`src/rtl/adc_spi_rx_if.sv`:
```
// adc_spi_rx_if: conversion-request, ADC serial link and sample-output bundle of the dual-channel ADC receiver.
interface adc_spi_rx_if;
   logic        Init;
   logic        SPI_MISO;
   logic        ADC_Conv;
   logic        SPI_CLK;
   logic [13:0] Data_A;
   logic [13:0] Data_B;
   logic        Data_Valid;
   logic        Busy;
   modport slave (
      input  Init, SPI_MISO,
      output ADC_Conv, SPI_CLK, Data_A, Data_B, Data_Valid, Busy
   );
   modport master (
      output Init, SPI_MISO,
      input  ADC_Conv, SPI_CLK, Data_A, Data_B, Data_Valid, Busy
   );
endinterface

```
`src/rtl/adc_spi_rx.sv`:
```
// adc_spi_rx: starts a conversion, clocks a 34-bit frame from the ADC and delivers two 14-bit samples.
module adc_spi_rx #(
   parameter int CLK_DIV = 4
) (
   input logic        clk,
   input logic        rst,
   adc_spi_rx_if.slave bus
);
   localparam logic [1:0] S_IDLE  = 2'd0;
   localparam logic [1:0] S_CONV  = 2'd1;
   localparam logic [1:0] S_SHIFT = 2'd2;
   localparam logic [1:0] S_DONE  = 2'd3;
   localparam logic [8:0] C_HALF  = 9'(CLK_DIV);
   localparam logic [8:0] C_LAST  = 9'(2 * CLK_DIV - 1);
   localparam logic [5:0] C_BITS  = 6'd33;
   logic [1:0]  r_state;
   logic [8:0]  r_cnt;
   logic [5:0]  r_bit;
   logic [27:0] r_sr;
   logic        r_conv;
   logic        r_sclk;
   logic        r_valid;
   logic        r_busy;
   logic [13:0] r_data_a;
   logic [13:0] r_data_b;
   logic        w_cnt_end;
   logic        w_sample;
   logic        w_data_bit;
   assign w_cnt_end  = r_cnt == C_LAST;
   // Sampling happens on the very edge that raises the registered SPI_CLK.
   assign w_sample   = r_state == S_SHIFT && r_cnt == C_HALF;
   assign w_data_bit = (r_bit >= 6'd2 && r_bit <= 6'd15) || (r_bit >= 6'd18 && r_bit <= 6'd31);
   always_ff @(posedge clk) begin
      if (rst) begin
         r_state  <= S_IDLE;
         r_cnt    <= '0;
         r_bit    <= '0;
         r_sr     <= '0;
         r_conv   <= 1'b0;
         r_sclk   <= 1'b0;
         r_valid  <= 1'b0;
         r_busy   <= 1'b0;
         r_data_a <= '0;
         r_data_b <= '0;
      end else begin
         case (r_state)
            S_IDLE: begin
               if (bus.Init) r_state <= S_CONV;
               r_cnt <= '0;
               r_bit <= '0;
            end
            S_CONV: begin
               r_cnt <= w_cnt_end ? 9'd0 : r_cnt + 9'd1;
               if (w_cnt_end) r_state <= S_SHIFT;
            end
            S_SHIFT: begin
               r_cnt <= w_cnt_end ? 9'd0 : r_cnt + 9'd1;
               if (w_cnt_end) r_bit <= (r_bit == C_BITS) ? 6'd0 : r_bit + 6'd1;
               if (w_cnt_end && r_bit == C_BITS) r_state <= S_DONE;
               if (w_sample && w_data_bit) r_sr <= {r_sr[26:0], bus.SPI_MISO};
            end
            S_DONE: r_state <= S_IDLE;
         endcase
         r_conv  <= r_state == S_CONV;
         r_sclk  <= r_state == S_SHIFT && r_cnt >= C_HALF;
         r_valid <= r_state == S_DONE;
         r_busy  <= r_state != S_IDLE;
         if (r_state == S_DONE) begin
            r_data_a <= r_sr[27:14];
            r_data_b <= r_sr[13:0];
         end
      end
   end
   assign bus.ADC_Conv   = r_conv;
   assign bus.SPI_CLK    = r_sclk;
   assign bus.Data_A     = r_data_a;
   assign bus.Data_B     = r_data_b;
   assign bus.Data_Valid = r_valid;
   assign bus.Busy       = r_busy;
endmodule

```
`src/flat_wrapper.sv`:
```
// flat-port wrapper written by rule: the top's interface ports become plain ports
module adc_spi_rx_flat 
#(
   parameter int CLK_DIV = 4
)
  (clk, rst, bus_Init, bus_SPI_MISO, bus_ADC_Conv, bus_SPI_CLK, bus_Data_A, bus_Data_B, bus_Data_Valid, bus_Busy);
  adc_spi_rx_if bus_i ();
  input logic clk;
  input logic rst;
  input wire logic [$bits(bus_i.Init)-1:0] bus_Init;
  input wire logic [$bits(bus_i.SPI_MISO)-1:0] bus_SPI_MISO;
  output wire logic [$bits(bus_i.ADC_Conv)-1:0] bus_ADC_Conv;
  output wire logic [$bits(bus_i.SPI_CLK)-1:0] bus_SPI_CLK;
  output wire logic [$bits(bus_i.Data_A)-1:0] bus_Data_A;
  output wire logic [$bits(bus_i.Data_B)-1:0] bus_Data_B;
  output wire logic [$bits(bus_i.Data_Valid)-1:0] bus_Data_Valid;
  output wire logic [$bits(bus_i.Busy)-1:0] bus_Busy;
  assign bus_i.Init = bus_Init;
  assign bus_i.SPI_MISO = bus_SPI_MISO;
  assign bus_ADC_Conv = bus_i.ADC_Conv;
  assign bus_SPI_CLK = bus_i.SPI_CLK;
  assign bus_Data_A = bus_i.Data_A;
  assign bus_Data_B = bus_i.Data_B;
  assign bus_Data_Valid = bus_i.Data_Valid;
  assign bus_Busy = bus_i.Busy;
  adc_spi_rx #(.CLK_DIV(CLK_DIV)) u_core (.clk(clk), .rst(rst), .bus(bus_i));
endmodule
```
`config.mk`:
```
export PLATFORM = sky130hd
export DESIGN_NAME = adc_spi_rx_flat
export DESIGN_NICKNAME = d
export VERILOG_FILES = /design/src/rtl/adc_spi_rx_if.sv /design/src/rtl/adc_spi_rx.sv /design/src/flat_wrapper.sv
export SDC_FILE = /design/constraint.sdc
export NUM_CORES = 1
export LEC_CHECK = 0
export ABC_CLOCK_PERIOD_IN_PS = 3100
export CAP_MARGIN = 20
export CORE_UTILIZATION = 55
export CTS_CLUSTER_DIAMETER = 30
export DETAILED_ROUTE_END_ITERATION = 12
export GPL_ROUTABILITY_DRIVEN = 0
export PLACE_DENSITY = 0.78
export SETUP_SLACK_MARGIN = 0.05
export SLEW_MARGIN = 10
export SYNTH_ARGS = -nofsm -noshare
export SYNTH_HDL_FRONTEND = slang
export SYNTH_SLANG_ARGS = --single-unit
```
`constraint.sdc`:
```
create_clock -name clk -period 3.1 [get_ports clk]
set_input_delay 0.775 -clock clk [delete_from_list [all_inputs] [get_ports clk]]
set_output_delay 0.775 -clock clk [all_outputs]
set_load 0.02 [all_outputs]
```
==> summary.md, run 1 <==
| Metric | Value |
|---|---|
| Run status | `finished, final reports clean` |
| Fillers | `460` |
| Final period utilization | `67.3%` |
| WP data required | `~2.3 ns` |
| Vias/cell | `roughly 5.3` |
| Setup Fix Bufs, Post-CTS | `0` |
| Post-layout min period | `about 2.1 ns` |
| Final setup viols | `0` |
| Max Fclk | `between 400 and 500 MHz` |
| DR vias | `about 2300` |
| #FFs+latches synth | `77` |
| CTS Buf Count | `9` |
| Syn Std Cell Area | `between 0.003 and 0.004 sq mm` |
| Clock slew at reported path FFs | `~0.080 ns` |
| Hold-fix buffers, CTS | `0` |
| Min Hold Slack | `~0.48 ns` |
| Quantity of gates resized following cts | `0` |
| Wire per inst | `between 10 and 15 microns` |
| Clk_lat worst skew | `0.34 ns` |
| Total track usage | `between 20% and 30%` |
| Hpwl dp | `3670 microns` |
| Critical path launch point type | `register` |
| Diodes inserted | `0` |
| Power per cell area | `about 560 mW/mm^2` |
| CTS max path bufs | `2` |
| Syn_nets | `approximately 330` |
| Commonest non-fill, non-tap cells in the layout | `77 x dfxtp_1, 58 x mux2i_1, 43 x nor2_1` |
| Ys async rst share | `0%` |
| Synth Instances | `317` |
| Post-DRT Antenna Nets | `0` |
| P_leak | `1.27 nW` |
| Top delay family on crit path | `buffers and inverters` |
| First-pass GRT wire length | `between 10000 and 15000 microns` |
| Area of the core | `about 0.0055 sq mm` |
| Max Cap Viol | `0` |
| H-tree lvl count | `3` |
| Synth unique cells | `46` |
| Area Growth Syn to Fin | `17.7%` |
| EDFF count, synth | `0` |
| Initial antenna violation count | `0` |
| Layout cells sized above 1 | `under 10%` |
| Port Buffers | `35` |
| Largest stage delay on the critical path | `0.61 ns` |
| Hold Path Class | `register to register` |
| Cell Count Post-Placement | `about 410` |
| CP endpoint kind | `output pin` |
| Maximum VDD drop | `between 0.3 and 0.4 mV` |
| Setup TNS | `0 ns` |
| RSZ-0062 raised after global routing | `false` |
| Grt ovf | `0` |
| Rows | `27` |
| IO Pins | `36` |
| TritonCTS clock tree | `done` |
| Vias in the first global route | `about 2200` |
| Register area share after synthesis | `between 40% and 50%` |
| Least-Margin Pin Slew | `~0.93 ns` |
| Detailed-route wire length | `roughly 5900 microns` |
| Largest net degree at the start of global routing | `38` |
| Slowest CP cell | `clkdlybuf4s50_1` |
| Arr. time, crit path | `~1.3 ns` |
| Critical path cell sequence | `clkdlybuf4s50_1` |
| WS Path Type | `register to output pin` |
| DRC | `0` |
| Starting density of the core | `57.2%` |
| Die H | `~80 microns` |
| Synth Flop Type | `dfxtp_1` |
| Clk sink count | `77` |
| Die ar. | `0.00607 sq mm` |
| Syn avg cell area | `between 10 and 15 sq um` |
| Layout Utilization | `between 60% and 70%` |
| Fin. max-slew vios | `0` |
| Design Power | `between 2 and 2.5 mW` |
| Yosys Warn Count | `0` |
| Nets | `~370` |
| Final non-filler cell total | `approximately 430` |
| Crit path max fanout | `2` |
| CTS Root Cell | `clkbuf_8` |
| Drt pass-1 iters | `4` |
| Fin. Hold Viols | `0` |
| WP buf/inv | `1` |
| DRT iter0 DRCs | `about 120` |
| Post-Route Skew | `between 0.006 and 0.007 ns` |
| Worst slew margin | `37.8%` |
| Commonest non-fill, non-tap cell in the layout | `dfxtp_1` |
| Die X | `around 78 microns` |
final cells by class:
| cell class | count | area (sq um) | area share (%) |
|---|---|---|---|
| clock inverter | 4 | 47.5 | 1.27 |
| inverter | 11 | 41.3 | 1.11 |
| multi-input combinational | 214 | 1500 | 40.2 |
| timing repair buffer | 37 | 365 | 9.79 |
| sequential | 77 | 1540 | 41.3 |
| tap | 72 | 90.1 | 2.41 |
| clock buffer | 12 | 145 | 3.89 |
where the power goes:
| part | leakage (nW) | internal [mW] | total [mW] | switching, mW |
|---|---|---|---|---|
| combinational | 0.557 | 0.115 | 0.295 | 0.180 |
| clock | 0.0964 | 0.392 | 0.744 | 0.352 |
| sequential | 0.621 | 1.01 | 1.04 | 0.0240 |
| total | 1.27 | 1.52 | 2.08 | 0.557 |
path summary, 6_finish.rpt:
path,to,from,cells past startpoint,slack [ns]
max,bus_Data_A[8],u_core.bus.Data_A[8],1,1.01
min,u_core.r_sr[27],u_core.r_sr[27],2,0.48
max reg2reg,u_core.r_sr[20],u_core.r_cnt[3],5,1.04
min reg2reg,u_core.r_sr[27],u_core.r_sr[27],2,0.48
cells by family after synthesis:
kind of cell / after synthesis / share of synthesized area [%]
AND/OR/NAND/NOR: 111 / 16.3
multiplexers: 58 / 18.3
flip-flops: 77 / 48.6
adder cells (fa/ha/maj): 11 / 4.34
XOR/XNOR: 8 / 2.21
buffers and inverters: 26 / 4.42
AO/OA/AOI/OAI: 26 / 5.84
per-stage QoR:
stage | setup slack, ns | cell area [sq um]
finish | 1.01 | 3730
CTS | 0.988 | 3730
floorplan | 1.37 | 3170
global route | 0.908 | 3730
detailed placement | 0.729 | 3540
global placement | 0.796 | 3540
Yosys cell counts, types with 2 or more instances:
library cell	n	area, sq um
and3b_1	2	17.5
nor3_1	2	10.0
dfxtp_1	77	1540
ha_1	11	138
nand3_1	2	10.0
xnor2_1	3	26.3
nor2b_1	4	25.0
inv_1	10	37.5
and3_1	2	12.5
and2_1	3	18.8
buf_12	2	40.0
a21oi_1	4	20.0
buf_2	2	10.0
nor2_1	43	161
xor2_1	5	43.8
a21boi_0	2	15.0
clkbuf_1	10	37.5
o21ai_0	6	30.0
mux2i_1	58	581
nand2_1	42	158
nand4_1	2	12.5
flip-flops by register name (all words and copies together) (netlist names):
register               flops
u_core.r_state             2
u_core.bus.Busy            1
u_core.r_sr               28
u_core.bus.SPI_CLK         1
u_core.bus.Data_A         14
u_core.r_bit               6
u_core.bus.Data_Valid      1
u_core.bus.Data_B         14
u_core.bus.ADC_Conv        1
u_core.r_cnt               9
routing by layer:
layer,GRT usage [%],up-vias,routed length (microns)
li1,-,1140,-
met1,26.6,1087,2870
met2,35.3,32,2750
met3,5.53,8,196
met4,9.07,0,95
met5,0,-,0
Power figures use the tool's default switching activity.
==> inputs of run 2 (changes only) <==
--- a/config.mk
+++ b/config.mk
@@ -5,13 +5,13 @@
 export SDC_FILE = /design/constraint.sdc
 export NUM_CORES = 1
 export LEC_CHECK = 0
-export ABC_CLOCK_PERIOD_IN_PS = 3100
+export ABC_CLOCK_PERIOD_IN_PS = 1850
 export CAP_MARGIN = 20
-export CORE_UTILIZATION = 55
+export CORE_UTILIZATION = 50
 export CTS_CLUSTER_DIAMETER = 30
 export DETAILED_ROUTE_END_ITERATION = 12
 export GPL_ROUTABILITY_DRIVEN = 0
-export PLACE_DENSITY = 0.78
+export PLACE_DENSITY = 0.75
 export SETUP_SLACK_MARGIN = 0.05
 export SLEW_MARGIN = 10
 export SYNTH_ARGS = -nofsm -noshare
==> constraint.sdc (replaced) <==
create_clock -name clk -period 1.85 [get_ports clk]
set_input_delay 0.4625 -clock clk [delete_from_list [all_inputs] [get_ports clk]]
set_output_delay 0.4625 -clock clk [all_outputs]
set_load 0.02 [all_outputs]
==> run 2 against run 1 <==
  * Final area rose by 6.9%
  * Global-route usage fell by 2.2 points
  * Largest cell class unchanged
  * Combinational power rose by 100%
  * Clock-buffer cell count fell by 1
  * Cell count rose by 4.9%
  * Die area rose by 9.7%
  * Power rose by 74%
  * Largest power group unchanged
  * Critical path depth did not move
==> summary.md, run 2 (same netlist as run 1, synthesis figures left out) <==
| Metric | Value |
|---|---|
| Final non-filler cell total | `448 (was 427)` |
| Worst slack, placed | `0.0910 ns (was 0.729 ns)` |
| Detailed-route wire length | `6440 microns (was 5910 microns)` |
| DR vias | `2338 (was 2267)` |
| Layout cells sized above 1 | `13.1% (was 7.04%)` |
| WHS Path Cells | `2 (unchanged)` |
| Critical path launch point type | `register (unchanged)` |
| RSZ-0062 raised after global routing | `false (unchanged)` |
| WP buf/inv | `1 (unchanged)` |
| Largest stage delay on the critical path | `0.61 ns (about the same)` |
| Final setup viols | `0 (unchanged)` |
| Post-layout min period | `between 1.5 and 2 ns` |
| Crit path max fanout | `2 (unchanged)` |
| Die X | `81.6 microns (was 77.9 microns)` |
| WP data required | `1.39 ns (was 2.32 ns)` |
| Diodes inserted | `0 (unchanged)` |
| Rows | `28 (was 27)` |
| Critical path cell sequence | `clkdlybuf4s50_1 (unchanged)` |
| Reg with most FFs | `u_core.r_sr (unchanged)` |
| Wire per inst | `14.4 microns (was 13.8 microns)` |
| DRC | `0 (unchanged)` |
| Clk_lat worst skew | `0.35 ns (was 0.34 ns)` |
| Layout Utilization | `66.2% (was 67.3%)` |
| R2R Setup Slk | `0.10 ns (was 1.04 ns)` |
| Hold Path Class | `register to register (unchanged)` |
| Top delay family on crit path | `buffers and inverters (unchanged)` |
| Setup TNS | `0 ns (unchanged)` |
| Port Buffers | `35 (unchanged)` |
| Die ar. | `0.00666 sq mm (was 0.00607 sq mm)` |
| Initial antenna violation count | `0 (unchanged)` |
| WS Path Type | `register to output pin (unchanged)` |
| Maximum VDD drop | `0.560 mV (was 0.367 mV)` |
| Fillers | `520 (was 460)` |
| Cell Count Post-Placement | `427 (was 411)` |
| Max reg flops | `28 (unchanged)` |
| Min Hold Slack | `0.472 ns (was 0.478 ns)` |
| Max Fclk | `about 560 MHz` |
| Starting density of the core | `52.6% (was 57.2%)` |
| Fin. max-slew vios | `0 (unchanged)` |
| Commonest non-fill, non-tap cell in the layout | `dfxtp_1 (unchanged)` |
| Vias in the first global route | `2116 (was 2219)` |
| Commonest non-fill, non-tap cells in the layout | `75 x dfxtp_1, 58 x mux2i_1, 43 x nor2_1 (was 77 x dfxtp_1, 58 x mux2i_1, 43 x nor2_1)` |
| Run status | `finished, final reports clean (unchanged)` |
| Worst slew margin | `74.2% (was 37.8%)` |
| CP endpoint kind | `output pin (unchanged)` |
| Nets | `383 (was 365)` |
| Slowest CP cell | `clkdlybuf4s50_1 (unchanged)` |
| Fin. Hold Viols | `0 (unchanged)` |
| CTS Root Cell | `clkbuf_8 (unchanged)` |
| Die H | `81.6 microns (was 77.9 microns)` |
| Fin area | `0.00399 sq mm (was 0.00373 sq mm)` |
| Total track usage | `19.2% (was 21.5%)` |
| Post-Route Skew | `0.0127 ns (was 0.00696 ns)` |
| Drt pass-1 iters | `4 (unchanged)` |
| Least-Margin Pin Slew | `0.386 ns (was 0.933 ns)` |
| Final period utilization | `95.8%` |
| Setup ws final | `0.0780 ns (was 1.01 ns)` |
| Grt ovf | `0 (unchanged)` |
| Post-DP Area | `0.00368 sq mm (was 0.00354 sq mm)` |
| IO Pins | `36 (unchanged)` |
| Vias/cell | `5.22 (was 5.31)` |
| Clock slew at reported path FFs | `0.08 ns (about the same)` |
| Post-DRT Antenna Nets | `0 (unchanged)` |
| Largest net degree at the start of global routing | `37 (was 38)` |
| First-pass GRT wire length | `9680 microns (was 10100 microns)` |
| DRT iter0 DRCs | `91 (was 124)` |
| P_leak | `1.53 nW (was 1.27 nW)` |
| Worst r2r path cells | `6 (was 5)` |
| H-tree lvl count | `3 (unchanged)` |
| Design Power | `3.62 mW (was 2.08 mW)` |
| Arr. time, crit path | `1.31 ns (about the same)` |
| Max Cap Viol | `0 (unchanged)` |
| Area of the core | `0.00603 sq mm (was 0.00554 sq mm)` |
| Clk sink count | `77 (unchanged)` |
| CTS Buf Count | `9 (unchanged)` |
| TritonCTS clock tree | `done (unchanged)` |
| CTS max path bufs | `2 (unchanged)` |
| Hpwl dp | `3970 microns (was 3670 microns)` |
| CP Depth | `1 (unchanged)` |
| Power per cell area | `908 mW/mm^2 (was 557 mW/mm^2)` |
| Area Growth Syn to Fin | `25.8% (was 17.7%)` |
[run 2: path summary, 6_finish.rpt]
kind	from	to
min	u_core.r_sr[27]	u_core.r_sr[27]
max reg2reg	u_core.r_cnt[4]	u_core.r_sr[22]
max	u_core.bus.Data_A[8]	bus_Data_A[8]
min reg2reg	u_core.r_sr[27]	u_core.r_sr[27]
[run 2: area by class of cell]
type                            instances  area, sq um  area share [%]
Clock buffer                           11          141            3.54
Clock inverter                          5         57.6            1.44
Tap cell                               75         93.8            2.35
Timing Repair Buffer                   55          597            15.0
Sequential cell                        77         1540            38.7
Inverter                               11         41.3            1.04
Multi-Input combinational cell        214         1510            38.0
[run 2: power breakdown]
| group | total, mW | leakage (nW) | internal [mW] | switching [mW] |
|---|---|---|---|---|
| combinational | 0.604 | 0.806 | 0.268 | 0.336 |
| sequential | 1.73 | 0.622 | 1.70 | 0.0333 |
| clock | 1.29 | 0.104 | 0.664 | 0.621 |
[run 2: what timing repair did]
item,4_1_cts,5_1_grt
endpoints found under the hold margin,0,0
cloned,0,3
pin swaps,0,3
buffers inserted,0,2
setup endpoints to repair,1,38
hold buffers,0,0
gates resized for setup,1,14
[run 2: per-layer routing]
layer	vias up	wire length [microns]	global-route usage (%)
met5	-	0	0
met3	8	204	3.56
met4	0	89	9.30
met2	39	3040	31.3
li1	1174	-	-
met1	1117	3100	24.5
[run 2: worst register-to-register path, delay by kind of cell (launching register included)]
family | cells | cell delay (ns)
buf+inv | 2 | 0.35
flops | 1 | 0.37
simple gates | 3 | 0.76
mux | 1 | 0.19
==> inputs of run 3 (changes only) <==
--- a/config.mk
+++ b/config.mk
@@ -8,9 +8,10 @@
 export ABC_CLOCK_PERIOD_IN_PS = 1850
 export CAP_MARGIN = 20
 export CORE_UTILIZATION = 50
-export CTS_CLUSTER_DIAMETER = 30
+export CTS_CLUSTER_DIAMETER = 60
 export DETAILED_ROUTE_END_ITERATION = 12
 export GPL_ROUTABILITY_DRIVEN = 0
+export MAX_ROUTING_LAYER = met4
 export PLACE_DENSITY = 0.75
 export SETUP_SLACK_MARGIN = 0.05
 export SLEW_MARGIN = 10
==> run 3 against run 2 <==
  * Highest routed layer unchanged
  * Clock skew up 0.0023 ns
  * Clock power about the same
  * Wire length down 0.67%
  * Clock-buffer cell count unchanged
  * Die area unchanged
  * Sequential share of layout area unchanged
  * Register-to-register slack about the same
  * Critical path type unchanged
  * Fmax about the same
  * Utilization unchanged
  * Critical path depth unchanged
  * Global-route usage up 0.54 points
==> summary.md, run 3 (same netlist as run 1, synthesis figures left out) <==
| Metric | Value |
|---|---|
| Vias in the first global route | `2120 (was 2116)` |
| Clk_lat worst skew | `0.35 ns (about the same)` |
| Diodes inserted | `0 (unchanged)` |
| WP data required | `1.39 ns (about the same)` |
| WP buf/inv | `1 (unchanged)` |
| CTS max path bufs | `2 (unchanged)` |
| Clock slew at reported path FFs | `0.08 ns (about the same)` |
| Max Fclk | `565 MHz (was 564 MHz)` |
| Die H | `81.6 microns (unchanged)` |
| Max Cap Viol | `0 (unchanged)` |
| Rows | `28 (unchanged)` |
| Clk sink count | `77 (unchanged)` |
| Post-layout min period | `1.77 ns (about the same)` |
| CP endpoint kind | `output pin (unchanged)` |
| Die X | `81.6 microns (unchanged)` |
| Layout cells sized above 1 | `13.1% (unchanged)` |
| CTS Buf Count | `9 (unchanged)` |
| Design Power | `3.62 mW (about the same)` |
| WHS Path Cells | `2 (unchanged)` |
| Hold Path Class | `register to register (unchanged)` |
| Worst slew margin | `71.8% (was 74.2%)` |
| DRC | `0 (unchanged)` |
| Commonest non-fill, non-tap cells in the layout | `75 x dfxtp_1, 58 x mux2i_1, 43 x nor2_1 (unchanged)` |
| Arr. time, crit path | `1.31 ns (about the same)` |
| Grt ovf | `0 (unchanged)` |
| Max reg flops | `28 (unchanged)` |
| Final setup viols | `0 (unchanged)` |
| Wire per inst | `14.3 microns (was 14.4 microns)` |
| Critical path launch point type | `register (unchanged)` |
| Area Growth Syn to Fin | `25.8% (unchanged)` |
| CP Depth | `1 (unchanged)` |
| Cell Count Post-Placement | `427 (unchanged)` |
| WS Path Type | `register to output pin (unchanged)` |
| Maximum VDD drop | `0.561 mV (was 0.560 mV)` |
| Seq pwr share | `47.8% (about the same)` |
| DR vias | `2351 (was 2338)` |
| Post-DP Area | `0.00368 sq mm (unchanged)` |
| Drt pass-1 iters | `4 (unchanged)` |
| Fin area | `0.00399 sq mm (unchanged)` |
| Nets | `383 (unchanged)` |
| Final period utilization | `95.7% (was 95.8%)` |
| Area of the core | `0.00603 sq mm (unchanged)` |
| Port Buffers | `35 (unchanged)` |
| H-tree lvl count | `3 (unchanged)` |
| Critical path cell sequence | `clkdlybuf4s50_1 (unchanged)` |
| Total track usage | `19.8% (was 19.2%)` |
| Largest stage delay on the critical path | `0.61 ns (about the same)` |
| Fin. max-slew vios | `0 (unchanged)` |
| First-pass GRT wire length | `9670 microns (was 9680 microns)` |
| Power per cell area | `908 mW/mm^2 (about the same)` |
| Vias/cell | `5.25 (was 5.22)` |
| Clock power frac | `35.5% (about the same)` |
| P_leak | `1.53 nW (unchanged)` |
| Post-Route Skew | `0.0151 ns (was 0.0127 ns)` |
| DRT iter0 DRCs | `88 (was 91)` |
| Largest net degree at the start of global routing | `37 (unchanged)` |
| Reg with most FFs | `u_core.r_sr (unchanged)` |
| Setup ws final | `0.0786 ns (was 0.0780 ns)` |
| RSZ-0062 raised after global routing | `false (unchanged)` |
| Worst r2r path cells | `6 (unchanged)` |
| Final non-filler cell total | `448 (unchanged)` |
| Hpwl dp | `3970 microns (unchanged)` |
| Worst slack, placed | `0.0910 ns (unchanged)` |
| Net Sw Frac | `27.4% (about the same)` |
| Crit path max fanout | `2 (unchanged)` |
| Comb pwr share | `16.7% (about the same)` |
| Cell internal pwr | `2.63 mW (about the same)` |
| Top delay family on crit path | `buffers and inverters (unchanged)` |
| NetSw | `0.993 mW (was 0.991 mW)` |
| Fin. Hold Viols | `0 (unchanged)` |
| TritonCTS clock tree | `done (unchanged)` |
| IO Pins | `36 (unchanged)` |
| Least-Margin Pin Slew | `0.422 ns (was 0.386 ns)` |
| Initial antenna violation count | `0 (unchanged)` |
| Run status | `finished, final reports clean (unchanged)` |
| Slowest CP cell | `clkdlybuf4s50_1 (unchanged)` |
| Starting density of the core | `52.6% (unchanged)` |
| Detailed-route wire length | `6390 microns (was 6440 microns)` |
| Setup TNS | `0 ns (unchanged)` |
| Die ar. | `0.00666 sq mm (unchanged)` |
| Min Hold Slack | `0.473 ns (was 0.472 ns)` |
| CTS Root Cell | `clkbuf_8 (unchanged)` |
| Layout Utilization | `66.2% (unchanged)` |
| Post-DRT Antenna Nets | `0 (unchanged)` |
| Hold-fix buffers, CTS | `0 (unchanged)` |
| Commonest non-fill, non-tap cell in the layout | `dfxtp_1 (unchanged)` |
[run 3: cell counts in the layout (fill, tap and decap cells not counted)]
Identical to the previous run, type by type.
[run 3: final cells by class]
| cell class | instances | area, sq um |
|---|---|---|
| fillers | 520 | 2040 |
| flip-flops and latches | 77 | 1540 |
| multi-input cells | 214 | 1510 |
| repair buffers | 55 | 597 |
| clock buffers | 11 | 141 |
| well taps | 75 | 93.8 |
| clock inverters | 5 | 57.6 |
| inverters | 11 | 41.3 |
[run 3: repair_timing]
action,4_1_cts,5_1_grt
cloned,0,3
pin swaps,0,3
setup endpoints to repair,1,38
buffers inserted,0,2
resized for setup,1,14
[run 3: layer usage]
layer  global-route usage (%)  routed length [microns]  up-vias
li1                         -                        -     1176
met1                     24.4                     3050     1103
met2                     31.5                     3000       56
met3                     3.33                      238       16
met4                     9.30                      114        0
met5                        -                        0        -
[run 3: power groups by stage]
stage | clock, mW | combinational (mW) | sequential, mW
5_1_grt | 1.38 | 0.656 | 1.74
2_1_floorplan | 0 | 0.341 | 1.79
3_5_place_dp | 0 | 0.586 | 1.77
4_1_cts | 1.30 | 0.590 | 1.73
6_report | 1.29 | 0.606 | 1.73
3_3_place_gp | 0 | 0.577 | 1.77
[run 3: worst paths after layout]
check / startpoint / end / slack (ns)
worst max-delay path: u_core.bus.Data_A[8] / bus_Data_A[8] / 0.08
worst min-delay path: u_core.r_sr[27] / u_core.r_sr[27] / 0.47
worst max register to register: u_core.r_cnt[4] / u_core.r_sr[22] / 0.10
worst min register to register: u_core.r_sr[27] / u_core.r_sr[27] / 0.47
